File: src/rtl/rc4_pkg.sv
// Shared types and defaults for the RC4 encrypt datapath: FSM state encoding,
// message/key sizing and the key-byte selector used during key scheduling.
package rc4_pkg;

   localparam int MSG_LEN_DEFAULT   = 32;
   localparam int KEY_BYTES_DEFAULT = 3;

   typedef enum logic [3:0] {
      ST_IDLE,
      ST_INIT,
      ST_KSA_RD_I,
      ST_KSA_GET_I,
      ST_KSA_GET_J,
      ST_KSA_WR_I,
      ST_KSA_WR_J,
      ST_PR_RD_I,
      ST_PR_GET_I,
      ST_PR_GET_J,
      ST_PR_WR_I,
      ST_PR_WR_J,
      ST_PR_RD_F,
      ST_PR_GET_F,
      ST_DONE
   } state_t;

   // Byte 0 is the most significant byte of the 24-bit key.
   function automatic logic [7:0] key_byte(input logic [23:0] key24, input logic [1:0] idx);
      case (idx)
         2'd0:    return key24[23:16];
         2'd1:    return key24[15:8];
         default: return key24[7:0];
      endcase
   endfunction

endpackage

File: src/rtl/rc4_encryptor.sv
// RC4 encryptor: fills the shared S RAM, runs the key schedule, then streams
// MSG_LEN keystream-xor-plaintext bytes into the ciphertext RAM.
module rc4_encryptor
   import rc4_pkg::*;
#(
   parameter int MSG_LEN   = MSG_LEN_DEFAULT,
   parameter int KEY_BYTES = KEY_BYTES_DEFAULT
) (
   input  logic        CLOCK_50,
   input  logic        reset,
   input  logic        start,
   input  logic [23:0] secret_key,
   output logic [4:0]  pt_addr,
   input  logic [7:0]  pt_rdata,
   output logic [7:0]  s_addr,
   output logic [7:0]  s_wdata,
   output logic        s_wren,
   input  logic [7:0]  s_rdata,
   output logic [4:0]  ct_addr,
   output logic [7:0]  ct_wdata,
   output logic        ct_wren,
   output logic        busy,
   output logic        done
);

   localparam logic [4:0] K_LAST    = 5'(MSG_LEN - 1);
   localparam logic [1:0] KIDX_LAST = 2'(KEY_BYTES - 1);

   state_t      state_q, state_d;
   logic [7:0]  i_q, i_d;
   logic [7:0]  j_q, j_d;
   logic [4:0]  k_q, k_d;
   logic [23:0] key_q, key_d;
   logic [1:0]  kidx_q, kidx_d;
   logic [7:0]  si_q, si_d;
   logic [7:0]  sj_q, sj_d;
   logic [7:0]  pt_q, pt_d;

   logic [7:0]  j_ksa;
   logic [7:0]  j_prga;
   logic [7:0]  i_inc;

   // All index arithmetic wraps naturally at 8 bits.
   assign j_ksa  = j_q + s_rdata + key_byte(key_q, kidx_q);
   assign j_prga = j_q + s_rdata;
   assign i_inc  = i_q + 8'd1;

   always_ff @(posedge CLOCK_50) begin
      if (reset) begin
         state_q <= ST_IDLE;
         i_q     <= '0;
         j_q     <= '0;
         k_q     <= '0;
         key_q   <= '0;
         kidx_q  <= '0;
         si_q    <= '0;
         sj_q    <= '0;
         pt_q    <= '0;
      end else begin
         state_q <= state_d;
         i_q     <= i_d;
         j_q     <= j_d;
         k_q     <= k_d;
         key_q   <= key_d;
         kidx_q  <= kidx_d;
         si_q    <= si_d;
         sj_q    <= sj_d;
         pt_q    <= pt_d;
      end
   end

   always_comb begin
      state_d  = state_q;
      i_d      = i_q;
      j_d      = j_q;
      k_d      = k_q;
      key_d    = key_q;
      kidx_d   = kidx_q;
      si_d     = si_q;
      sj_d     = sj_q;
      pt_d     = pt_q;
      pt_addr  = '0;
      s_addr   = '0;
      s_wdata  = '0;
      s_wren   = 1'b0;
      ct_addr  = '0;
      ct_wdata = '0;
      ct_wren  = 1'b0;
      busy     = 1'b1;
      done     = 1'b0;

      case (state_q)
         ST_IDLE: begin
            busy = 1'b0;
            if (start) begin
               key_d   = secret_key;
               i_d     = '0;
               state_d = ST_INIT;
            end
         end

         ST_INIT: begin
            s_addr  = i_q;
            s_wdata = i_q;
            s_wren  = 1'b1;
            i_d     = i_inc;
            if (i_q == 8'hFF) begin
               j_d     = '0;
               kidx_d  = '0;
               state_d = ST_KSA_RD_I;
            end
         end

         ST_KSA_RD_I: begin
            s_addr  = i_q;
            state_d = ST_KSA_GET_I;
         end

         ST_KSA_GET_I: begin
            si_d    = s_rdata;
            j_d     = j_ksa;
            s_addr  = j_ksa;
            state_d = ST_KSA_GET_J;
         end

         ST_KSA_GET_J: begin
            sj_d    = s_rdata;
            state_d = ST_KSA_WR_I;
         end

         ST_KSA_WR_I: begin
            s_addr  = i_q;
            s_wdata = sj_q;
            s_wren  = 1'b1;
            state_d = ST_KSA_WR_J;
         end

         ST_KSA_WR_J: begin
            s_addr  = j_q;
            s_wdata = si_q;
            s_wren  = 1'b1;
            i_d     = i_inc;
            kidx_d  = (kidx_q == KIDX_LAST) ? 2'd0 : kidx_q + 2'd1;
            if (i_q == 8'hFF) begin
               j_d     = '0;
               k_d     = '0;
               state_d = ST_PR_RD_I;
            end else begin
               state_d = ST_KSA_RD_I;
            end
         end

         // PRGA pre-increments i, so the first keystream byte uses s[1].
         ST_PR_RD_I: begin
            i_d     = i_inc;
            s_addr  = i_inc;
            pt_addr = k_q;
            state_d = ST_PR_GET_I;
         end

         ST_PR_GET_I: begin
            si_d    = s_rdata;
            pt_d    = pt_rdata;
            j_d     = j_prga;
            s_addr  = j_prga;
            state_d = ST_PR_GET_J;
         end

         ST_PR_GET_J: begin
            sj_d    = s_rdata;
            state_d = ST_PR_WR_I;
         end

         ST_PR_WR_I: begin
            s_addr  = i_q;
            s_wdata = sj_q;
            s_wren  = 1'b1;
            state_d = ST_PR_WR_J;
         end

         ST_PR_WR_J: begin
            s_addr  = j_q;
            s_wdata = si_q;
            s_wren  = 1'b1;
            state_d = ST_PR_RD_F;
         end

         ST_PR_RD_F: begin
            s_addr  = si_q + sj_q;
            state_d = ST_PR_GET_F;
         end

         ST_PR_GET_F: begin
            ct_addr  = k_q;
            ct_wdata = s_rdata ^ pt_q;
            ct_wren  = 1'b1;
            if (k_q == K_LAST) begin
               state_d = ST_DONE;
            end else begin
               k_d     = k_q + 5'd1;
               state_d = ST_PR_RD_I;
            end
         end

         ST_DONE: begin
            done    = 1'b1;
            state_d = ST_IDLE;
         end

         default: state_d = ST_IDLE;
      endcase
   end

endmodule

File: config.mk
export PLATFORM = sky130hd
export DESIGN_NAME = rc4_encryptor
export DESIGN_NICKNAME = d
export VERILOG_FILES = /design/src/rtl/rc4_pkg.sv /design/src/rtl/rc4_encryptor.sv
export SDC_FILE = /design/constraint.sdc
export NUM_CORES = 1
export LEC_CHECK = 0
export CORE_MARGIN = 2
export CORE_UTILIZATION = 49
export DETAILED_ROUTE_END_ITERATION = 12
export PLACE_DENSITY = 0.77
export RECOVER_POWER = 25
export SLEW_MARGIN = 25
export SYNTH_ARGS = -nofsm -noshare
export SYNTH_HDL_FRONTEND = slang
export SYNTH_SLANG_ARGS = --single-unit
File: constraint.sdc
create_clock -name CLOCK_50 -period 3.7 [get_ports CLOCK_50]
set_input_delay 0.37 -clock CLOCK_50 [delete_from_list [all_inputs] [get_ports CLOCK_50]]
set_output_delay 0.37 -clock CLOCK_50 [all_outputs]
set_load 0.01 [all_outputs]
Yosys cells after proc, flatten, opt, wreduce, memory -nomap -nowiden
Index checks and enable logic that the tools add are counted.
{"block": "word_totals", "input_bits": 43, "wordCells": 84, "ff_bits": 75, "out_inout_bits": 38}
{"block": "op_classes", "bitwise": 1, "n_mux": 25, "n_reduce_logical": 20, "addsub": 6, "n_eq_ne": 23}
{"operator": "one-hot mux 4 bit (14 select lines)", "count": 1}
{"operator": "one-hot mux 8 bit (3 select lines)", "count": 2}
{"operator": "one-hot mux 8 bit (6 select lines)", "count": 1}
{"operator": "one-hot mux 8 bit (2 select lines)", "count": 2}
{"operator": "equality test 4 bit, second input constant", "count": 7}
{"operator": "adder 8 bit", "count": 3}
{"operator": "2-to-1 mux 8 bit", "count": 3}
{"operator": "2-to-1 mux 5 bit", "count": 4}
{"operator": "equality test 4 x 3 -> 1 bit, second input constant", "count": 4}
{"operator": "2-to-1 mux 4 bit", "count": 3}
{"operator": "one-hot mux 5 bit (2 select lines)", "count": 1}
{"operator": "AND reduction 2 bit", "count": 5}
{"operator": "OR reduction 2 bit", "count": 5}
{"operator": "adder 8 x 1 -> 8 bit, second input constant", "count": 1}
{"operator": "equality test 4 x 2 -> 1 bit, second input constant", "count": 2}
{"operator": "equality test 8 bit, second input constant", "count": 1}
{"operator": "inequality test 2 bit, second input constant", "count": 4}
{"operator": "XOR 8 bit", "count": 1}
{"operator": "nonzero test 2 bit", "count": 3}
{"operator": "adder 5 x 1 -> 5 bit, second input constant", "count": 1}
{"operator": "equality test 5 bit, second input constant", "count": 1}
{"operator": "OR reduction 5 bit", "count": 1}
{"operator": "equality test 4 x 1 -> 1 bit, second input constant", "count": 1}
{"operator": "logical NOT 4 bit", "count": 1}
{"operator": "other kinds (13)", "count": 17}

Depth between registers and ports, before layout
Gate-level depths: netlist (run 1).
{"block": "logic_depth", "depth_word": 4, "mapped_depth": 16, "ltp_nobuf": 16}

Worst setup path before layout (run 1)
OpenSTA, ideal clock, no wires.
{"block": "synth_timing", "kind": "input to output", "from": "in s_rdata[0]", "to": "out s_addr[7]", "arrival_time_ns": 3.189, "setup_slack_ns": 0.141, "stages": 16, "t_required_ns": 3.330, "path_cell_list": "ha_1 -> inv_1 -> fa_1 -> nor2b_1 -> o21a_1 -> o21ai_0 -> nand2b_1 -> a21oi_1 -> xnor2_1 -> ha_1 -> inv_1 -> or4b_1 -> mux2_4 -> and3b_1 -> o21ai_0 -> nand3_1"}
{"block": "synth_via", "elab_chain_len": 3}
{"element": "start: declaration", "line": "rc4_encryptor.sv:18", "rtl": "input logic [7:0] s_rdata,"}
{"element": "adder 8 bit *", "line": "rc4_encryptor.sv:44, rc4_encryptor.sv:45"}
{"element": "adder 8 bit", "line": "rc4_encryptor.sv:44", "rtl": "assign j_ksa = j_q + s_rdata + key_byte(key_q, kidx_q);"}
{"element": "one-hot mux 8 bit (6 select lines) *", "line": "rc4_encryptor.sv:92", "rtl": "case (state_q)"}
{"element": "end: declaration", "line": "rc4_encryptor.sv:15", "rtl": "output logic [7:0] s_addr,"}
Every way passes the cells marked *; elsewhere a longest branch is shown, timed or not.

Worst setup path in the final report (run 1)
{"block": "layout_timing", "from": "in s_rdata[2]", "to": "out s_addr[7]"}
Same word-level chain as after synthesis.

==> results of run 1 <==
cells in the mapped netlist (8+ instances only):
| library cell | n | area (um^2) |
|---|---|---|
| xnor2_1 | 20 | 175 |
| nand3_1 | 19 | 95.1 |
| nor2b_1 | 12 | 75.1 |
| and2_1 | 10 | 62.6 |
| dfxtp_1 | 75 | 1500 |
| nand2b_1 | 9 | 56.3 |
| ha_1 | 24 | 300 |
| xor2_1 | 9 | 78.8 |
| nand2_1 | 114 | 428 |
| a21oi_1 | 76 | 380 |
| o21ai_0 | 45 | 225 |
| and3_1 | 9 | 56.3 |
| inv_1 | 24 | 90.1 |
| nor3_1 | 18 | 90.1 |
| mux2i_1 | 22 | 220 |
| clkbuf_1 | 25 | 93.8 |
| nor2_1 | 58 | 218 |
| a222oi_1 | 8 | 80.1 |
worst max-delay path: stages:
cell and delay, ps:
clkdlybuf4s50_1 500, ha_1 250, nor2b_2 160, o21a_1 170, o21ai_1 110, nand2b_1 100
a21oi_2 160, xnor2_1 80, ha_1 310, inv_2 50, or4b_1 470, mux2_4 280
and3b_1 200, o21ai_1 140, nand3_1 130, buf_2 170
cell families after synthesis:
logic type / count (synthesis) / synth area share, %
compound gates: 169 / 20.9
xor+xnor: 30 / 5.80
fa+ha+maj: 27 / 7.42
buf+inv: 56 / 4.72
flops: 75 / 30.9
mux: 24 / 5.08
simple gates: 267 / 25.1
layout by cell type (no fill, tap or decap), drive strengths merged, types with 10 or more instances in the layout:
master / count
xnor2: 20
a21oi: 76
clkdlybuf4s50: 72
buf: 61
nand3: 19
and2: 10
nor2b: 12
clkbuf: 13
nor3: 18
o21ai: 48
mux2i: 22
nor2: 60
dfxtp: 75
inv: 25
ha: 24
nand2: 114
per-layer routing:
layer | global-route usage [%] | up-vias | wire length [um]
met5 | 0 | - | 0
li1 | - | 2495 | -
met3 | 6.10 | 27 | 1030
met1 | 35.5 | 2447 | 6510
met2 | 47.0 | 191 | 7260
met4 | 10.5 | 0 | 334
final timing paths:
| path | startpoint | endpoint | slack [ps] | depth (start not counted) |
|---|---|---|---|---|
| setup / recovery | s_rdata[2] | s_addr[7] | -320 | 16 |
| hold / removal | key_q[15] | key_q[15] | 460 | 2 |
| setup reg to reg | j_q[0] | j_q[7] | 310 | 17 |
| hold reg to reg | key_q[15] | key_q[15] | 460 | 2 |
power breakdown:
group	internal (mW)	total (mW)	leakage, nW	switching, mW
clock	0.249	0.594	0.0831	0.345
sequential	0.887	0.978	0.610	0.0906
combinational	0.491	1.10	1.88	0.605
timing repair:
action / 4_1_cts / 5_1_grt
pin swaps: 14 / 13
buffers inserted: 2 / 3
endpoints found under the setup margin: 6 / 5
gates resized for setup: 39 / 17
hold endpoints to repair: 0 / 0
flip-flops by register name (all words and copies together), names as in the netlist:
name,flops
k_q,5
i_q,8
key_q,24
kidx_q,2
sj_q,8
si_q,8
j_q,8
state_q,4
pt_q,8
final cells by class:
type	instances	area (um^2)
fillers	827	3270
inverters	24	90.1
clock buffers	10	128
flip-flops and latches	75	1510
repair buffers	139	1230
clock inverters	6	50.0
well taps	133	166
multi-input cells	517	3250
per-stage QoR:
stage | worst slack, ps | hold slack (ps) | TNS (ps) | util, %
after CTS | -342 | 463 | -394 | 65.5
after floorplan | 141 | 436 | 0 | -
after detailed placement | -1040 | 451 | -3670 | 62.9
after global placement | -913 | 443 | -2890 | 62.9
final | -322 | 458 | -469 | 66.3
after global routing | -474 | 481 | -903 | 66.3
==> qor.yml, run 1 <==
period_needed_ps: 4020
stdcell_count: 904
post-route-period-util_pct: 109
ir_drop_v: 0.000310
insertion_delay_ps: 380
htree_levels: 3
cts.sinks: 75
cellPowerDensity_nw_per_um2: 416
drt-initial-drc-count: 379
cap_violations: 0
synth_seq_area_share_pct: 30.9
ys_ff_latch: 75
vias_per_cell: 5.71
endpoint_kind: "output pin"
place_inst: 884
path_class: "in -> out"
maxSlewHeadroom_pct: 31.4
grt_pass1_vias: 4917
io_buffers: 80
die_width_um: 104
grt_pass1_wl_mm: 24.1
hold_path.class: "reg -> reg"
violations: "setup timing"
postPlaceCellArea_um2: 6090
ctsHoldBuffers: 0
start_util_pct: 50.1
clk_pin_slew_ps: 80
stdcell_area_um2: 6420
synth-async-reset-ratio_pct: 0
rows: 36
setup_violations: 2
p_total_mw: 2.67
ant_nets: 0
antenna_found_initial: 0
cts_root_buf: "clkbuf_8"
status: "finished, violations left"
place_hpwl_mm: 11.1
grt_overflow: 0
skew_ps: 13.6
final_max_slew_viol_count: 0
maxClockFrequency_ghz: 0.249
avgSynthCellArea_um2: 7.49
path_max_fanout: 2
drc_errors: 0
core_um2: 9680
ys_warn_count: 0
syn-num-nets: 718
finalNetCount: 836
io_pins: 81
area_growth_pct: 32.3
track_usage_pct: 28.1
synthDistinctLibCells: 52
crit_required_ps: 3330
via_count: 5160
netlist_instances: 648
netlist_area_um2: 4850
dr.pass1.iters: 5
setup_slack_ps: -322
layout-drive-gt1-share_pct: 13.7
antenna_cells: 0
crit_arrival_ps: 3650
wl_mm: 15.1
synth-main-ff-cell: "dfxtp_1"
gp_congestion: 0.986
hold_viol: 0
synth_edf_count: 0
cts_made_buffers: 9
die_h_um: 104
leakage_nw: 2.57
cts_tree: "yes"
avgRoutedWirePerCell_um: 16.7
cts_buffer_depth: 2
rsz0062_at_grt: "yes"
tightest_slew_ps: 1030
grt_max_degree: 55
critPathLaunchType: "primary input"
dieArea_um2: 10700
No activity file was read; power rests on OpenSTA's default activity.
==> run 2, diff against run 1 <==
--- a/config.mk
+++ b/config.mk
@@ -9,7 +9,6 @@
 export CORE_UTILIZATION = 49
 export DETAILED_ROUTE_END_ITERATION = 12
 export PLACE_DENSITY = 0.77
-export RECOVER_POWER = 25
 export SLEW_MARGIN = 25
 export SYNTH_ARGS = -nofsm -noshare
 export SYNTH_HDL_FRONTEND = slang
==> qor.yml, run 2 (same netlist as run 1, synthesis figures left out) <==
cap_violations: 0  # unchanged
track_usage_pct: 28.1  # unchanged
io_pins: 81  # unchanged
cts_buffer_depth: 2  # unchanged
cellPowerDensity_nw_per_um2: 415  # about the same
area_growth_pct: 32.5
io_buffers: 80  # unchanged
p_seq_share_pct: 36.6  # about the same
crit_cells: 16  # unchanged
critPathTopFamily: "simple AND/OR/NAND/NOR gates"
combPwrFrac_pct: 41.3  # +0.2 points
r2r-start: "j_q[0]"
finalSetupTns_ps: -485  # -16.0 ps
via_count: 5180  # +0.39%
grt_overflow: 0  # unchanged
final_common_cell: "nand2_1"
clk_pin_slew_ps: 80  # about the same
dp_slack_ps: -1040  # unchanged
finalNetCount: 836  # unchanged
endpoint_kind: "output pin"
maxSlewHeadroom_pct: 29.8  # -1.7 points
hold_path.class: "reg -> reg"
ir_drop_v: 0.000309  # -0.23%
hold_slack_ps: 460  # +2.17 ps
antenna_cells: 0  # unchanged
status: "finished, violations left"
period_needed_ps: 4020  # -1.80 ps
htree_levels: 3  # unchanged
ant_nets: 0  # unchanged
largest_register_ffs: 24  # unchanged
die_width_um: 104  # unchanged
min-delay-start: "key_q[15]"
swShare_pct: 38.9  # -0.14 points
ctsHoldBuffers: 0  # unchanged
path_class: "in -> out"
cts.sinks: 75  # unchanged
hold_viol: 0  # unchanged
tightest_slew_ps: 1050  # +25.2 ps
p_int_mw: 1.63  # +0.34%
grt_pass1_vias: 4917  # unchanged
switchingPower_mw: 1.04  # -0.26%
layout-drive-gt1-share_pct: 14.1  # +0.39 points
skew_ps: 13.0  # -0.545 ps
top_register: "key_q"
final.fill_count: 822  # -0.60%
clkPwrFrac_pct: 22.1  # -0.2 points
crit_arrival_ps: 3650  # about the same
place_hpwl_mm: 11.1  # unchanged
ff2ff_path_depth: 17  # unchanged
ff2ff_setup_slack_ps: 310  # about the same
setup_slack_ps: -320  # +1.80 ps
core_um2: 9680  # unchanged
insertion_delay_ps: 380  # about the same
final_max_slew_viol_count: 0  # unchanged
rows: 36  # unchanged
rsz0062_at_grt: "yes"
cts_made_buffers: 9  # unchanged
antenna_found_initial: 0  # unchanged
cts_tree: "yes"
vias_per_cell: 5.73  # +0.39%
max_stage_delay_ps: 500  # about the same
final_util_pct: 66.4  # +0.12 points
hold_path_end: "key_q[15]"
setup_violations: 2  # unchanged
post-route-period-util_pct: 109  # about the same
critPathLaunchType: "primary input"
leakage_nw: 2.58  # +0.45%
wl_mm: 15.1  # -0.52%
final_cell_mix: "nand2_1, a21oi_1, dfxtp_1"
grt_max_degree: 55  # unchanged
drc_errors: 0  # unchanged
stdcell_count: 904  # unchanged
start_util_pct: 50.1  # unchanged
place_inst: 884  # unchanged
avgRoutedWirePerCell_um: 16.7  # -0.52%
gp_congestion: 0.986  # unchanged
drt-initial-drc-count: 395  # +4.2%
dr.pass1.iters: 5  # unchanged
violations: "setup timing"
path_max_fanout: 2  # unchanged
slowest_stage: "clkdlybuf4s50_1"
cts_root_buf: "clkbuf_8"
die_h_um: 104  # unchanged
cp.buffers_inverters: 3  # unchanged
holdPathStages: 2  # unchanged
crit_required_ps: 3330  # about the same
grt_pass1_wl_mm: 24.1  # unchanged
path_cells: "clkdlybuf4s50_1 > ha_1 > nor2b_2 > o21a_1 > o21ai_1 > nand2b_1 > a21oi_2 > xnor2_1 > ha_1 > inv_2 > or4b_1 > mux2_4 > and3b_1 > o21ai_1 > nand3_1 > buf_2"
dieArea_um2: 10700  # unchanged
regToRegEndpoint: "j_q[7]"
maxClockFrequency_ghz: 0.249  # about the same
## run 2: layout make-up
| class | count | area, um^2 | share of cell area, % |
|---|---|---|---|
| repair buffers | 139 | 1240 | 19.3 |
| clock buffers | 10 | 128 | 1.98 |
| flip-flops and latches | 75 | 1510 | 23.4 |
| clock inverters | 6 | 50.0 | 0.778 |
| multi-input cells | 517 | 3250 | 50.6 |
| well taps | 133 | 166 | 2.59 |
| inverters | 24 | 90.1 | 1.40 |
## run 2: tightest hold or removal path, stage by stage (launching register included)
cell and delay [ps]:
dfxtp_1 320, nand2_1 50, a21oi_1 50
## run 2: layer usage
| layer | vias up | part of all wire (%) | track usage (%) |
|---|---|---|---|
| li1 | 2495 | - | - |
| met1 | 2446 | 42 | 35.5 |
| met2 | 207 | 47 | 47.0 |
| met3 | 32 | 7.8 | 6.10 |
| met4 | 0 | 2.5 | 10.5 |
| met5 | - | 0 | 0 |
## run 2: worst max path at each step
stage | from | end | slack [ps]
floorplan | s_rdata[0] | s_addr[7] | 140
global placement | s_rdata[0] | s_addr[7] | -910
detailed placement | s_rdata[0] | s_addr[7] | -1040
CTS | j_q[0] | s_addr[7] | -340
global route | j_q[0] | s_addr[7] | -470
finish | s_rdata[2] | s_addr[7] | -320
## run 2: per-stage QoR
step                cell area, um^2  power (mW)
floorplan                      4850        1.62
global placement               6090        1.99
detailed placement             6090        2.02
CTS                            6340        2.64
global route                   6430        2.84
finish                         6430        2.67
## run 2: power by group through the flow
| stage | clock network, mW | logic [mW] | registers [mW] |
|---|---|---|---|
| final | 0.591 | 1.10 | 0.977 |
| after global routing | 0.649 | 1.20 | 0.988 |
| after CTS | 0.612 | 1.06 | 0.975 |
| after detailed placement | 0 | 1.03 | 0.993 |
| after global placement | 0 | 1.00 | 0.988 |
| after floorplan | 0 | 0.673 | 0.948 |
## run 2: timing repair
action,in CTS,in global routing
pin swaps,14,13
buffers inserted,2,3
setup endpoints to repair,6,5
gates resized for setup,39,17
